==> src/rtl/dsm_pkg.sv <==
// Shared types and constants for the delta-sigma output averager and its modulator bench.
package dsm_pkg;

  localparam int DSM_IN_W = 4;
  localparam int FRAC_W   = 16;

  localparam logic [DSM_IN_W-1:0] DSM_MIN_LEGAL = 4'd5;
  localparam logic [DSM_IN_W-1:0] DSM_MAX_LEGAL = 4'd12;

  typedef enum logic [1:0] {
    ST_IDLE,
    ST_SKIP,
    ST_ACCUM,
    ST_DONE
  } dsm_state_t;

  typedef struct packed {
    logic [DSM_IN_W-1:0] avg_i;
    logic [FRAC_W-1:0]   avg_f;
    logic                range_err;
  } dsm_result_t;

endpackage

==> src/rtl/dsm_avg_decoder.sv <==
// Recovers the mean of a DSM divide stream over 2^WIN_LOG2 samples after SKIP discarded ones.
// Result one cycle after the last sample; no backpressure, in_valid-low cycles simply stall counting.
module dsm_avg_decoder
  import dsm_pkg::*;
#(
  parameter int                  WIN_LOG2  = 16,
  parameter int                  SKIP      = 4,
  parameter logic [DSM_IN_W-1:0] MIN_LEGAL = DSM_MIN_LEGAL,
  parameter logic [DSM_IN_W-1:0] MAX_LEGAL = DSM_MAX_LEGAL
) (
  input  logic                clk,
  input  logic                rst,
  input  logic [DSM_IN_W-1:0] dsm_in,
  input  logic                in_valid,
  input  logic                start,
  output logic                busy,
  output logic                result_valid,
  output logic [DSM_IN_W-1:0] avg_i,
  output logic [FRAC_W-1:0]   avg_f,
  output logic                range_err
);

  localparam int SUM_W = WIN_LOG2 + DSM_IN_W;
  localparam int EXT_W = (WIN_LOG2 > FRAC_W) ? WIN_LOG2 : FRAC_W;
  localparam logic [WIN_LOG2:0] WIN_LAST  = {1'b0, {WIN_LOG2{1'b1}}};
  localparam logic [7:0]        SKIP_LAST = 8'((SKIP > 0) ? SKIP - 1 : 0);
  localparam dsm_state_t        FIRST_ST  = (SKIP > 0) ? ST_SKIP : ST_ACCUM;

  dsm_state_t        state, state_nx;
  logic [SUM_W-1:0]  sum, sum_nx;
  logic [WIN_LOG2:0] win_cnt;
  logic [7:0]        skip_cnt;
  logic              err_acc;
  logic              bad, skip_end, win_end;
  logic [EXT_W-1:0]  frac_ext;
  logic [FRAC_W-1:0] frac_nx;

  assign bad      = (dsm_in < MIN_LEGAL) || (dsm_in > MAX_LEGAL);
  assign sum_nx   = sum + SUM_W'(dsm_in);
  assign skip_end = (state == ST_SKIP) && in_valid && (skip_cnt == SKIP_LAST);
  assign win_end  = (state == ST_ACCUM) && in_valid && (win_cnt == WIN_LAST);

  // Fraction is the sum's low WIN_LOG2 bits scaled to 16 bits: truncate wide windows, pad narrow ones.
  assign frac_ext = EXT_W'(sum_nx[WIN_LOG2-1:0]);
  generate
    if (WIN_LOG2 >= FRAC_W) begin : g_frac_trunc
      assign frac_nx = FRAC_W'(frac_ext >> (WIN_LOG2 - FRAC_W));
    end else begin : g_frac_pad
      assign frac_nx = FRAC_W'(frac_ext << (FRAC_W - WIN_LOG2));
    end
  endgenerate

  always_ff @(posedge clk) begin
    if (rst) state <= ST_IDLE;
    else     state <= state_nx;
  end

  // start restarts from any state, including the final-sample cycle, which drops that result.
  always_comb begin
    state_nx = state;
    if (start) begin
      state_nx = FIRST_ST;
    end else begin
      case (state)
        ST_IDLE:  state_nx = ST_IDLE;
        ST_SKIP:  if (skip_end) state_nx = ST_ACCUM;
        ST_ACCUM: if (win_end)  state_nx = ST_DONE;
        ST_DONE:  state_nx = ST_IDLE;
        default:  state_nx = ST_IDLE;
      endcase
    end
  end

  always_comb begin
    busy         = (state == ST_SKIP) || (state == ST_ACCUM);
    result_valid = (state == ST_DONE);
  end

  // Result registers load on the final sample so they are already valid during the DONE cycle.
  always_ff @(posedge clk) begin
    if (rst) begin
      sum       <= '0;
      win_cnt   <= '0;
      skip_cnt  <= '0;
      err_acc   <= 1'b0;
      avg_i     <= '0;
      avg_f     <= '0;
      range_err <= 1'b0;
    end else if (start) begin
      sum      <= '0;
      win_cnt  <= '0;
      skip_cnt <= '0;
      err_acc  <= 1'b0;
    end else begin
      if ((state == ST_SKIP) && in_valid) skip_cnt <= skip_cnt + 8'd1;
      if ((state == ST_ACCUM) && in_valid) begin
        sum     <= sum_nx;
        win_cnt <= win_cnt + 1'b1;
        err_acc <= err_acc | bad;
      end
      if (win_end) begin
        avg_i     <= sum_nx[SUM_W-1 -: DSM_IN_W];
        avg_f     <= frac_nx;
        range_err <= err_acc | bad;
      end
    end
  end

endmodule

==> config.mk <==
export PLATFORM = sky130hd
export DESIGN_NAME = dsm_avg_decoder
export DESIGN_NICKNAME = d
export VERILOG_FILES = /design/src/rtl/dsm_pkg.sv /design/src/rtl/dsm_avg_decoder.sv
export SDC_FILE = /design/constraint.sdc
export NUM_CORES = 1
export LEC_CHECK = 0
export CAP_MARGIN = 20
export CORE_ASPECT_RATIO = 1.2
export CORE_MARGIN = 2
export CORE_UTILIZATION = 50
export DETAILED_ROUTE_END_ITERATION = 8
export PLACE_DENSITY = 0.74
export RECOVER_POWER = 25
export SYNTH_ARGS = -nofsm -noshare
export SYNTH_HDL_FRONTEND = slang
export SYNTH_SLANG_ARGS = --single-unit
==> constraint.sdc <==
create_clock -name clk -period 3.4 [get_ports clk]
set_input_delay 0.68 -clock clk [delete_from_list [all_inputs] [get_ports clk]]
set_output_delay 0.68 -clock clk [all_outputs]
set_load 0.05 [all_outputs]
==> results of run 1 <==
[layout by cell type, fill, tap and decap left out, drive strengths merged, types with 2 or more instances in the layout]
| master | Yosys | final |
|---|---|---|
| dfxtp | 69 | 69 |
| or2 | 2 | 2 |
| nor4 | 11 | 11 |
| a311oi | 3 | 3 |
| a21oi | 16 | 16 |
| xor2 | 15 | 15 |
| a211oi | 15 | 15 |
| ha | 11 | 11 |
| nand4 | 11 | 11 |
| nand2 | 32 | 32 |
| clkdlybuf4s50 | 0 | 29 |
| buf | 13 | 4 |
| o21ai | 8 | 8 |
| xnor2 | 36 | 36 |
| o31ai | 2 | 2 |
| inv | 13 | 13 |
| and3 | 4 | 4 |
| and4 | 5 | 5 |
| nor3 | 11 | 11 |
| bufinv | 0 | 3 |
| nand3 | 14 | 14 |
| or3 | 6 | 6 |
| nor4b | 2 | 2 |
| nor2 | 63 | 63 |
| clkbuf | 8 | 11 |
[registers in the layout (all words and copies together), names as in the netlist]
signal,cells
skip_cnt,8
avg_i,4
err_acc,1
win_cnt,17
avg_f,16
state,2
range_err,1
sum,20
[worst reg2reg max path: stages, from the launching register on]
cell and delay, ps:
dfxtp_1 390, and4_1 260, and4_1 290, nand3_1 100, nor3_1 240, ha_1 230, and3_1 150, buf_4 330
nor2_1 100, a311oi_1 260
[cells by family (layout without fill, tap and decap cells)]
group	Yosys count	in the layout	share of synthesized area, %
and+or+nand+nor	166	166	25.81
DFF	69	69	40.53
xor gates and xnor gates	51	51	13.11
AOI/OAI and AO/OA	49	49	11.09
buffers and inverters	34	63	4.552
adders and majority gates	12	12	4.626
muxes	1	1	0.2937
[routing by layer]
layer	global-route usage (%)	vias to the layer above	wire length (um)
met5	0	-	0
met3	4.111	12	277
met2	32.77	53	3163
li1	-	1360	-
met1	23.14	1253	3106
met4	9.052	0	122
[final timing paths]
| path | depth (start not counted) | to | slack (ps) |
|---|---|---|---|
| worst max-delay path | 9 | avg_f[12] | 750 |
| worst min-delay path | 2 | avg_f[2] | 460 |
| worst max register to register | 9 | avg_f[9] | 930 |
| worst min register to register | 2 | avg_f[2] | 460 |
[per-stage QoR]
stage               total power [mW]  hold WS (ps)  setup WS (ps)  cell area, sq um
finish                         1.739         460.1          747.3              3996
global route                   1.795         485.7          599.7              3996
CTS                            1.750         458.5          726.4              3996
detailed placement            0.9039         449.3          416.5              3739
global placement              0.9024         442.1          464.6              3739
floorplan                     0.8800         438.2           1042              3408
[where the power goes]
group,switching (mW),total [mW],internal (mW)
Combinational,0.0474,0.0716,0.0242
Clock,0.326,0.854,0.528
Sequential,0.00312,0.814,0.811
[final cells by class]
class,instances,area (sq um)
Fill cell,568,2530
Timing Repair Buffer,34,330.3
Clock inverter,5,106.4
Multi-Input combinational cell,279,1872
Sequential cell,69,1381
Inverter,13,48.80
Tap cell,85,106.4
Clock buffer,11,151.4
==> results.md, run 1 <==
* Outcome: finished, violations left
* Failing checks: capacitance limit, slew limit
* Cell family with most CP delay: compound AO/OA/AOI/OAI gates
* CP max stage delay at 580 ps
* Critical Path Start: dsm_in[0]
* Area contributors post-synth: dfxtp_1 41%, xnor2_1 9.3%, nor2_1 6.9%, ha_1 4.0%, xor2_1 3.9%
* Setup crit start kind: input pin
* Final Hold Fails at 0
* Worst path required time at 3670 ps
* Max Fclk at 0.3770 GHz
* Chip Width at 79.37 um
* Clock-pin transition on the worst setup and hold timing paths at 80 ps
* Slew Limit Fails at 48
* WL final at 6670 um
* Setup bufs post-CTS at 0
* Hold WC Path Type: reg2reg
* Total CTS buffers at 9
* Leading register cell type out of synthesis: dfxtp_1
* Number of distinct library cells after synthesis at 47
* Via Count at around 2.7k
* Crit end category: flop
* Via density at 5.399
* CP bufs+invs at 2
* Worst-path fanout max at 15
* Routed Antenna Nets at 0
* # DRC at 0
* Top cells by count, synth: 69 x dfxtp_1, 63 x nor2_1, 36 x xnor2_1, 31 x nand2_1, 16 x a21oi_1
* GRT overflow at 0
* Maximum vdd drop at 0.3245 mV
* Register area share after synthesis at 40.53%
* Antenna violations before repair at 0
* Diodes inserted at 0
* Post-Syn Nets at 402
* CTS Sinks at 69
* CTS tree: yes
* H-tree Lvls at 3
* CP max-delay cell: o31ai_4
* Slew of the pin with the lowest slew margin at ~1700 ps
* Placer Congestion at a little under 0.8
* Die area at 7496 sq um
* Synth Instances at 382
* Chip Height at 94.44 um
* Routed WL per cell at 13.45 um
* Share of cells above drive strength 1 at between 10% and 20%
* Starting density of the core at 52.22%
* Synth Warn # at 0
* Setup TNS at 0 ps
* Syn-to-layout area delta at 17.25%
* EDFF count, synth at 0
* Share of synthesized registers carrying an async set or reset at 0%
* PwrDens at roughly 440 nW/um^2
* Static leakage at approximately 1.2 nW
* Share of the synthesized area in the top cell type at 40.53%
* Clk_lat worst skew at roughly 360 ps
* Gr usage total at 19.26%
* DPL Wire Length at 4352 um
* Vias in the first global route at between 2k and 3k
* Maximum clock path buffer count at 2
* Core area at 6526 sq um
* Cell count after placement at 480
* Post-cts resize count at 0
* Post-Layout Cell Count at around 500
* Initial DRT Pass Iterations at 4
* Final worst path period share at around four fifths
* Post-layout util at 61.23%
* Largest area contributor in the netlist: dfxtp_1
* Worst clock skew at 11.75 ps
* I/O pin count at 31
* Hold buffer count at CTS at 0
* Layout Nets at 426
* Unrepaired setup endpoints after global routing: false
* Worst path cell trace: clkdlybuf4s50_1 > ha_1 > inv_1 > fa_1 > and2b_1 > o31ai_4 > nor2b_1 > xnor2_1 > a211oi_1
* Flops & latches, synth at 69
* Mean post-synth cell area at about 8.9 sq um
* Clock root buffer: clkbuf_8
* Setup Crit Path Kind: in2reg
* Critical R2R Launch: win_cnt[6]
* DR iter-0 viols at ~100
* Top-count cell post-synth: dfxtp_1
* Min cycle time layout at around 2700 ps
* First-pass GRT wire length at 11390 um
* Cell Rows at 32
* Port buffer count at 30
* Slew HR at -10.22%
* Final setup vio count at 0
* Synth Cell Area at 3408 sq um
* Total of max-cap violations at 1
* Pin count of the biggest net entering global routing at 48
* Worst EP arrival at 2920 ps
* Min-delay src: avg_f[2]
(Power assumes the default switching activity.)
==> run 2: changes to the inputs <==
Clock period 3.4 ns to 2.67 ns, I/O delays scaled along.
==> results.md, run 2 (synthesized netlist as in run 1, its figures left out) <==
* Via density at 5.334 (-1.2%)
* DR iter-0 viols at 110 (+7.8%)
* Total of max-cap violations at 0 (-1)
* Maximum vdd drop at 0.3949 mV (+22%)
* Final setup vio count at 0 (unchanged)
* Most frequent cells in the layout: 69 x dfxtp_1, 63 x nor2_1, 36 x xnor2_1
* Switching portion of total power at 22.28% (+0.66 points)
* Worst path required time at 2140 ps (-1530 ps)
* Chip Height at 94.44 um (unchanged)
* Critical R2R Launch: win_cnt[6]
* Slew HR at 40.14% (+50 points)
* P_sw at 0.4633 mW (+23%)
* Worst r2r dst: avg_f[12]
* Worst EP arrival at 1970 ps (-950 ps)
* Clock-pin transition on the worst setup and hold timing paths at 80 ps (about the same)
* # DRC at 0 (unchanged)
* Vias in the first global route at 2553 (+0.24%)
* Syn-to-layout area delta at 18.58%
* Port buffer count at 30 (unchanged)
* Comb pwr share at 4.5% (+0.4 points)
* Die area at 7496 sq um (unchanged)
* Diodes inserted at 0 (unchanged)
* Worst Hold Depth at 2 (unchanged)
* GRT overflow at 0 (unchanged)
* Outcome: complete, no violations
* Clock Power Share at 45.7% (-3.4 points)
* Core area at 6526 sq um (unchanged)
* Largest register FFs at 20 (unchanged)
* R2r setup slk at 310 ps (-620 ps)
* Placer Congestion at 0.7871 (+0.95%)
* First-pass GRT wire length at 11410 um (+0.12%)
* Via Count at 2683 (+0.19%)
* CTS tree: yes
* CTS Sinks at 69 (unchanged)
* Slew Limit Fails at 0 (-100%)
* Register-to-Register Path Depth at 9 (unchanged)
* H-tree Lvls at 3 (unchanged)
* Total CTS buffers at 9 (unchanged)
* Gr usage total at 19.12% (-0.15 points)
* Maximum clock path buffer count at 2 (unchanged)
* WL final at 6598 um (-1.1%)
* Share of cells above drive strength 1 at 12.20% (+1.5 points)
* Placed cell area at 3809 sq um (+1.9%)
* I/O pin count at 31 (unchanged)
* Setup bufs post-CTS at 0 (unchanged)
* Setup TNS at 0 ps (unchanged)
* Max Fclk at 0.3999 GHz
* Pint at 1.616 mW (+19%)
* Total power at 2.079 mW (+20%)
* Initial DRT Pass Iterations at 4 (unchanged)
* Setup crit start kind: flop
* Unrepaired setup endpoints after global routing: false
* Fin Hold WS at 460.9 ps (+0.7720 ps)
* Starting density of the core at 52.22% (unchanged)
* Crit end category: output pin
* PwrDens at 514.4 nW/um^2 (+18%)
* DPL Wire Length at 4457 um (+2.4%)
* Cell Rows at 32 (unchanged)
* Worst Hold Endpoint: avg_f[2]
* Routed Antenna Nets at 0 (unchanged)
* Clock root buffer: clkbuf_8
* Worst clock skew at 14.73 ps (+2.980 ps)
* Layout Nets at 433 (+1.6%)
* Final Hold Fails at 0 (unchanged)
* Min-delay src: avg_f[2]
* Post-cts resize count at 0 (unchanged)
* Hold WC Path Type: reg2reg
* Static leakage at 1.259 nW (+1.7%)
* Min cycle time layout at approximately 2500 ps
* Hold buffer count at CTS at 0 (unchanged)
* Worst-path fanout max at 4 (-11)
* Critical Path Start: state[0]
* Routed WL per cell at 13.12 um (-2.5%)
* Clk_lat worst skew at 350 ps (about the same)
* Setup Crit Path Kind: reg2out
* Final worst path period share at 93.66%
* Largest regs: sum (20), win_cnt (17), avg_f (16)
* Post-layout util at 61.92% (+0.69 points)
* Fin area at 4041 sq um (+1.1%)
* Antenna violations before repair at 0 (unchanged)
* Most common cell after layout, fill and taps aside: dfxtp_1
* Slew of the pin with the lowest slew margin at 897.8 ps (-755.4 ps)
* Most flops, register: sum
* Pin count of the biggest net entering global routing at 48 (unchanged)
* Chip Width at 79.37 um (unchanged)
* Seq pwr share at 49.8% (+3.0 points)
[run 2: cell count changes in the layout (fill, tap and decap cells not counted), sizes merged]
cell and delta:
bufinv -1, buf +5, dlygate4sd3 +1, clkinv +2
o31ai +1, clkdlybuf4s50 -1
[run 2: worst max-delay path by stage]
stage,to,slack [ps],depth (start not counted)
2_1_floorplan,sum[18],460,9
3_3_place_gp,avg_f[10],-110,9
3_5_place_dp,avg_f[10],-180,9
4_1_cts,avg_f[12],110,9
5_1_grt,avg_f[14],30,8
6_report,busy,170,4
[run 2: metrics by stage]
| step | worst slack (ps) | std cells |
|---|---|---|
| final | 169.3 | 503 |
| after global placement | -114.3 | 486 |
| after CTS | 110.9 | 502 |
| after global routing | 30.67 | 503 |
| after floorplan | 458.3 | 382 |
| after detailed placement | -178.8 | 486 |
[run 2: area by class of cell]
cell class	instances	area (sq um)
Clock buffer	10	137.6
Clock inverter	6	86.33
Fill cell	550	2485
Inverter	13	48.80
Multi-Input combinational cell	280	1884
Sequential cell	69	1381
Tap cell	85	106.4
Timing Repair Buffer	40	396.6
[run 2: worst max-delay path: stages, from the launching register on]
cell	delay [ps]
dfxtp_1	390
inv_1	80
ha_1	300
inv_1	50
clkdlybuf4s50_1	790
[run 2: power groups by stage]
stage	Clock (mW)	Sequential [mW]	Combinational, mW
final	0.949	1.04	0.0934
after global routing	1.02	1.04	0.104
after CTS	0.966	1.04	0.0955
after detailed placement	0	1.06	0.0957
after global placement	0	1.06	0.0941
after floorplan	0	1.06	0.0613
[run 2: routing by layer]
layer | track usage, % | share of wire, % | vias up
met2 | 32.49 | 49 | 46
met1 | 23.14 | 46 | 1253
li1 | - | - | 1377
met3 | 4.971 | 3.7 | 7
met5 | 0 | 0 | -
met4 | 7.328 | 1.4 | 0
